--- config.mk ---
export PLATFORM = sky130hd
export DESIGN_NAME = hazard_fwd_unit
export DESIGN_NICKNAME = d
export VERILOG_FILES = /design/src/rtl/hazard_fwd_unit.sv
export SDC_FILE = /design/constraint.sdc
export NUM_CORES = 1
export LEC_CHECK = 0
export BUFFER_PORTS_ARGS = -buffer_cell sky130_fd_sc_hd__buf_2
export CORE_MARGIN = 5
export CORE_UTILIZATION = 52
export DETAILED_ROUTE_END_ITERATION = 8
export PLACE_DENSITY_LB_ADDON = 0.12
export SYNTH_ARGS = -nofsm -noshare
export SYNTH_HDL_FRONTEND = slang
export SYNTH_SLANG_ARGS = --single-unit
--- constraint.sdc ---
create_clock -name clk -period 2.7 [get_ports clk]
set_input_delay 0.54 -clock clk [delete_from_list [all_inputs] [get_ports clk]]
set_output_delay 0.54 -clock clk [all_outputs]
set_load 0.005 [all_outputs]
--- src/rtl/hazard_fwd_unit.sv ---
// Pipeline hazard / forwarding control: operand bypass selects, load-use stall, branch flush, memory-wait freeze.
// Latency: forwarding and pipeline controls are combinational from the current inputs; err/stall_cnt update on the clock edge.
// Backpressure: mem_busy freezes the whole pipe (pipe_hold) and, after TIMEOUT busy cycles, locks into ERROR until reset.
module hazard_fwd_unit #(
    parameter int unsigned TIMEOUT = 255
) (
    input  logic        clk,
    input  logic        reset_n,
    input  logic [3:0]  id_rn,
    input  logic [3:0]  id_rm,
    input  logic [3:0]  id_rd,
    input  logic        id_use_rn,
    input  logic        id_use_rm,
    input  logic        id_use_rd,
    input  logic        branch_taken,
    input  logic [3:0]  ex_rd,
    input  logic        ex_rf,
    input  logic        ex_load,
    input  logic [3:0]  mem_rd,
    input  logic        mem_rf,
    input  logic [3:0]  wb_rd,
    input  logic        wb_rf,
    input  logic        mem_busy,
    output logic        nop_sel,
    output logic        pc_ld,
    output logic        ifid_ld,
    output logic        ifid_clr,
    output logic        pipe_hold,
    output logic [1:0]  fwd_rn,
    output logic [1:0]  fwd_rm,
    output logic [1:0]  fwd_rd,
    output logic        err,
    output logic [15:0] stall_cnt
);

    typedef enum logic [1:0] {
        RUN      = 2'd0,
        MEM_WAIT = 2'd1,
        ERROR    = 2'd2
    } state_t;

    localparam logic [7:0] TIMEOUT_CNT = 8'(TIMEOUT);

    localparam logic [1:0] SRC_RF  = 2'b00;
    localparam logic [1:0] SRC_EX  = 2'b01;
    localparam logic [1:0] SRC_MEM = 2'b10;
    localparam logic [1:0] SRC_WB  = 2'b11;

    state_t     state;
    state_t     state_nxt;
    logic [7:0] wait_cnt;
    logic [7:0] wait_cnt_nxt;
    logic [7:0] wait_inc;
    logic       err_nxt;
    logic       lu;

    // Youngest producer wins; a load in EX has no data yet so it never bypasses.
    // r15 (the PC) is always read from the register file.
    function automatic logic [1:0] fwd_pick(
        input logic [3:0] src,
        input logic       src_used,
        input logic [3:0] e_rd,
        input logic       e_rf,
        input logic       e_load,
        input logic [3:0] m_rd,
        input logic       m_rf,
        input logic [3:0] w_rd,
        input logic       w_rf
    );
        logic [1:0] sel;
        sel = SRC_RF;
        if (src_used && (src != 4'hF)) begin
            if (e_rf && !e_load && (e_rd == src)) begin
                sel = SRC_EX;
            end else if (m_rf && (m_rd == src)) begin
                sel = SRC_MEM;
            end else if (w_rf && (w_rd == src)) begin
                sel = SRC_WB;
            end
        end
        return sel;
    endfunction

    // Operand bypass selects for the three ID-stage sources.
    always_comb begin
        fwd_rn = fwd_pick(id_rn, id_use_rn, ex_rd, ex_rf, ex_load, mem_rd, mem_rf, wb_rd, wb_rf);
        fwd_rm = fwd_pick(id_rm, id_use_rm, ex_rd, ex_rf, ex_load, mem_rd, mem_rf, wb_rd, wb_rf);
        fwd_rd = fwd_pick(id_rd, id_use_rd, ex_rd, ex_rf, ex_load, mem_rd, mem_rf, wb_rd, wb_rf);
    end

    // Load-use: a load in EX writing a register that ID is about to read.
    always_comb begin
        lu = ex_load && ex_rf && (ex_rd != 4'hF) &&
             ((id_use_rn && (id_rn == ex_rd)) ||
              (id_use_rm && (id_rm == ex_rd)) ||
              (id_use_rd && (id_rd == ex_rd)));
    end

    // Next state and pipeline controls; priority is mem_busy > load-use > branch.
    always_comb begin
        state_nxt    = state;
        wait_cnt_nxt = wait_cnt;
        err_nxt      = err;
        wait_inc     = wait_cnt + 8'd1;
        nop_sel      = 1'b0;
        pc_ld        = 1'b1;
        ifid_ld      = 1'b1;
        ifid_clr     = 1'b0;
        pipe_hold    = 1'b0;
        case (state)
            RUN, MEM_WAIT: begin
                if (mem_busy) begin
                    // Freeze everything; wait_cnt counts consecutive busy cycles.
                    pipe_hold    = 1'b1;
                    pc_ld        = 1'b0;
                    ifid_ld      = 1'b0;
                    wait_cnt_nxt = wait_inc;
                    if (wait_inc >= TIMEOUT_CNT) begin
                        state_nxt = ERROR;
                        err_nxt   = 1'b1;
                    end else begin
                        state_nxt = MEM_WAIT;
                    end
                end else begin
                    // Memory ready: RUN rules apply in this very cycle.
                    state_nxt    = RUN;
                    wait_cnt_nxt = 8'd0;
                    if (lu) begin
                        // One-cycle bubble; the branch (if any) is re-presented next cycle.
                        nop_sel = 1'b1;
                        pc_ld   = 1'b0;
                        ifid_ld = 1'b0;
                    end else if (branch_taken) begin
                        ifid_clr = 1'b1;
                    end
                end
            end
            ERROR: begin
                nop_sel   = 1'b1;
                pc_ld     = 1'b0;
                ifid_ld   = 1'b0;
                pipe_hold = 1'b1;
            end
            default: begin
                state_nxt    = RUN;
                wait_cnt_nxt = 8'd0;
            end
        endcase
    end

    // FSM state, wait counter and sticky error flag.
    always_ff @(posedge clk or negedge reset_n) begin
        if (!reset_n) begin
            state    <= RUN;
            wait_cnt <= 8'd0;
            err      <= 1'b0;
        end else begin
            state    <= state_nxt;
            wait_cnt <= wait_cnt_nxt;
            err      <= err_nxt;
        end
    end

    // Saturating count of cycles in which the PC did not advance.
    always_ff @(posedge clk or negedge reset_n) begin
        if (!reset_n) begin
            stall_cnt <= 16'd0;
        end else if (!pc_ld && (stall_cnt != 16'hFFFF)) begin
            stall_cnt <= stall_cnt + 16'd1;
        end
    end

endmodule

== Word-level counts from Yosys, hierarchy flattened ==
Cells that the tools add are included.

* Flip-flop bits (word level): 27
* Input bits: 35
* Output and inout bits: 28
* Word-level logic and storage cells: 82

* $add $sub $neg: 2
* Magnitude comparators: 1
* Equality and inequality tests: 19
* Multiplexer cells: 29
* Reduce and logical (&&, ||, !) cells: 27

{| class="wikitable"
|+ Operator list
! cell !! number
|-
| $eq A4 B4 Y1 || 12
|-
| $mux W2 || 14
|-
| $logic_and A1 B1 Y1 || 20
|-
| $add A16 B1 Y16 const B || 1
|-
| $ne A16 B16 Y1 const B || 1
|-
| $ne A4 B4 Y1 const B || 4
|-
| $pmux W8 S2 || 1
|-
| $mux W1 || 9
|-
| $add A8 B1 Y8 const B || 1
|-
| $ge A8 B8 Y1 const B || 1
|-
| $mux W8 || 1
|-
| $pmux W1 S2 || 3
|-
| $pmux W2 S2 || 1
|-
| $reduce_and A3 Y1 || 1
|-
| $eq A2 B1 Y1 const B || 1
|-
| $eq A2 B2 Y1 const B || 1
|-
| $logic_not A1 Y1 || 2
|-
| $logic_not A2 Y1 || 1
|-
| $logic_or A1 B1 Y1 || 2
|-
| $reduce_or A2 Y1 || 1
|}

== Longest topological paths before layout ==
* Word-level depth: 10
* Depth in mapped cells: 8
* Mapped depth without buffers: 7

== Least setup slack after synthesis ==
No wires, ideal clock.

* Path kind: in2out
* Start: in id_rm[0]
* End: out pc_ld
* Data arrival time: 1.842 ns
* Data required time: 2.160 ns
* Slack: 0.318 ns
* Stages: 8
* Buffers on the path: 3
* Cell sequence: xor2_1 > nor4_2 > a222oi_1 > and3_1 > buf_6 > buf_8 > nand2b_1 > buf_4

* Longest elaborated chain between the ends: 8

{| class="wikitable"
|+ Ends and longest elaborated chain
! item !! line !! source
|-
| from (decl) || 10 || <nowiki>input logic [3:0] id_rm,</nowiki>
|-
| $eq A4 B4 Y1 || 95 || <nowiki>(id_use_rm && (id_rm == ex_rd)) ||</nowiki>
|-
| $logic_and A1 B1 Y1 || 95 ||
|-
| $logic_or A1 B1 Y1 || 94 || <nowiki>((id_use_rn && (id_rn == ex_rd)) ||</nowiki>
|-
| $logic_or A1 B1 Y1 || 95 ||
|-
| $logic_and A1 B1 Y1 || 93 || <nowiki>lu = ex_load && ex_rf && (ex_rd != 4'hF) &&</nowiki>
|-
| $mux W1 (2 in a row) || n/a ||
|-
| $pmux W1 S2 || n/a ||
|-
| to (decl) || 25 || <nowiki>output logic pc_ld,</nowiki>
|}

No other way between the ends.

== Final worst setup path ==
* Start: in id_rm[0]
* End: out nop_sel

* Longest elaborated chain between the ends: 8

{| class="wikitable"
|+ Ends and longest elaborated chain
! item !! line !! source
|-
| $eq A4 B4 Y1 || 95 ||
|-
| $logic_and A1 B1 Y1 || 95 ||
|-
| $logic_or A1 B1 Y1 || 94 ||
|-
| $logic_or A1 B1 Y1 || 95 ||
|-
| $logic_and A1 B1 Y1 || 93 ||
|-
| $mux W1 || 128 || <nowiki>if (lu) begin</nowiki>
|-
| $mux W1 || 112 || <nowiki>if (mem_busy) begin</nowiki>
|-
| $pmux W1 S2 || 110 || <nowiki>case (state)</nowiki>
|-
| to (decl) || 24 || <nowiki>output logic nop_sel,</nowiki>
|}

No other way between the ends.

==> results.ini <==
[floorplan]
num_io_pins=63
die_x_microns=72.6
start_util=0.548
die-area_sq_mm=0.00527
num_rows=22
die_h_microns=72.6
core_area_sq_mm=0.00372

[sta]
max_slew_margin=0.601
fmax_mhz=406
worstMarginPinSlew_ps=599
fin_skew_ps=7.88
timing_hold_violations_final=0
finalCritPeriodShare=0.911
grt_setup_unrepaired=false
finalSetupViolCount=0
finalCriticalPeriod_ps=2460
fin_tns_setup_ps=0
finalMaxSlewViolations=0

[clock_network]
cts_tree=yes
cts_hold_buffers=0
insertion_delay_ps=270
root_buffer=clkbuf_8
htree_levels=1
path_clk_slew_ps=100
cts_setup_buffers=0
post_cts_resized=0
cts_buffers=3
cts_sinks=27
cts_buffer_depth=2

[setup_path]
start_kind=input port
worstPathRequired_ps=2160
cp_max_fo=4
end_kind=output pin
crit_type=input port to output pin
critPathArrivalTime_ps=1920

[global_routing]
grt_pass1_wl_microns=7690
grt_pass1_vias=1718
antenna_found_initial=0
gr-total-overflow=0
grt_max_degree=28
gr-usage-all-layers=0.176

[placement]
place_area_sq_mm=0.00239
portBuffers=62
globalplace.congestion=0.919
hpwl_microns=3930

[route]
drt_iter0_markers=131
wl_per_cell_microns=14.0
drtPass1Iterations=4
ant_nets=0
drt-total-wl_microns=4740
vias_per_cell=5.51
dr_total_vias=1863
drcViolationCount=0

[outcome]
status=complete, no violations

[job]
maxCapViolCount=0

[finish]
drive_gt1_frac=0.272
areaGrowthSynthToFinish_pct=19.7
fin_area_sq_mm=0.00244
fill_cells=329
multi_input_area_sq_mm=0.00131
antenna_cells=0
register_area_sq_um=676
fin_util=0.656
nNetsFinal=329

[synthesis]
synth_seq_area_share=0.332
synth_area_sq_mm=0.00204
synthFlopType=dfrtp_1
synth-edff-count=0
syn_nets=264
async_flop_share=1.00
syn_avg_cell_area_sq_um=9.01
netlist_instances=226
ys_warn_count=0
yosysUniqueCellTypes=35
yosys_register_bits=27

[min_path]
hp-class=input port to asynchronous set/reset pin

[power]
p_leak_nw=1.14
peakVddDrop_mv=0.326
power_density_mw_per_mm2=487

==> flip-flops by register name, summed over array words and instances, names as in the netlist <==
name	count
err	1
stall_cnt	16
state	2
wait_cnt	8
==> cell families (layout without fill, tap and decap cells) <==
kind of cell               after synthesis  count (layout)  share of synthesized area
buffers and inverters                    7              71                     0.0240
DFF                                     27              27                      0.332
adders and majority gates                3               3                     0.0184
xor gates and xnor gates                54              54                      0.232
and+or+nand+nor                        114             114                      0.323
muxes                                    1               1                    0.00553
AOI/OAI and AO/OA                       20              20                     0.0652
==> layout make-up <==
type,count,share of cell area
Tap cell,48,0.0246
Multi-Input combinational cell,192,0.538
Clock inverter,1,0.00359
Sequential cell,27,0.277
Timing Repair Buffer,65,0.137
Inverter,2,0.00308
Clock buffer,3,0.0169
==> cell usage after synthesis, types with 2 or more instances <==
cell type	number	area share
nor2b_1	8	0.025
nor4_1	6	0.018
xnor2_1	8	0.034
nand4_1	7	0.022
and3_1	8	0.025
inv_1	2	0.0037
xor2_1	46	0.20
and2_1	2	0.0061
nor4_2	6	0.037
a21oi_1	6	0.015
nor2_1	12	0.022
ha_1	3	0.018
nor3_1	11	0.027
nand2b_1	6	0.018
o21ai_0	9	0.022
nand3_1	13	0.032
dfrtp_1	27	0.33
o31ai_1	2	0.0074
nand2_1	27	0.050
clkbuf_1	2	0.0037
==> routing by layer <==
layer / track usage / vias up / part of all wire
met1: 0.249 / 893 / 0.45
met4: 0.0123 / 0 / 0.0030
met3: 0.0234 / 2 / 0.060
met5: 0 / - / 0
li1: - / 919 / -
met2: 0.299 / 49 / 0.48
==> report_power, final <==
part	leakage (nW)	switching [mW]	internal [mW]
combinational	0.773	0.198	0.180
clock	0.0261	0.135	0.108
sequential	0.344	0.0957	0.472
==> stage by stage <==
stage               worst slack [ps]  total power [mW]  cells  hold WS (ps)
finish                           239              1.19    338           258
global route                     115              1.27    338           301
CTS                              230              1.20    338           278
detailed placement               241             0.958    334           454
global placement                 296             0.944    334           443
floorplan                        318             0.772    226           244
==> worst max-delay path, cell delays in order <==
cell and delay [ps]:
buf_2 140, xor2_1 170, nor4_2 320, a222oi_1 180, nand4b_1 210, o31ai_1 210
buf_2 150
==> layout by cell type, fill, tap and decap left out, types with 2 or more instances in the layout <==
cell type  netlist  layout
and2_1           2       2
nand4_1          7       7
nor2_1          12      12
o21ai_0          9       9
nand3_1         13      13
xnor2_1          8       8
nor4_2           6       6
xor2_1          46      46
nand2b_1         6       6
buf_4            1       3
nor3_1          11      11
nor4_1           6       6
dfrtp_1         27      27
o31ai_1          2       2
and3_1           8       8
nor2b_1          8       8
clkbuf_8         0       3
a21oi_1          6       6
buf_2            0      62
ha_1             3       3
nand2_1         27      27
inv_1            2       2
==> worst paths after layout <==
path	from	end	slack (ps)	cells past startpoint
max in group asynchronous	reset_n	wait_cnt[5]	2040	1
hold reg to reg	err	err	480	1
min in group clk	err	err	480	1
hold / removal	reset_n	stall_cnt[2]	260	1
setup reg to reg	stall_cnt[2]	stall_cnt[1]	620	6
setup / recovery	id_rm[0]	nop_sel	240	7
Power figures use the tool's default switching activity.
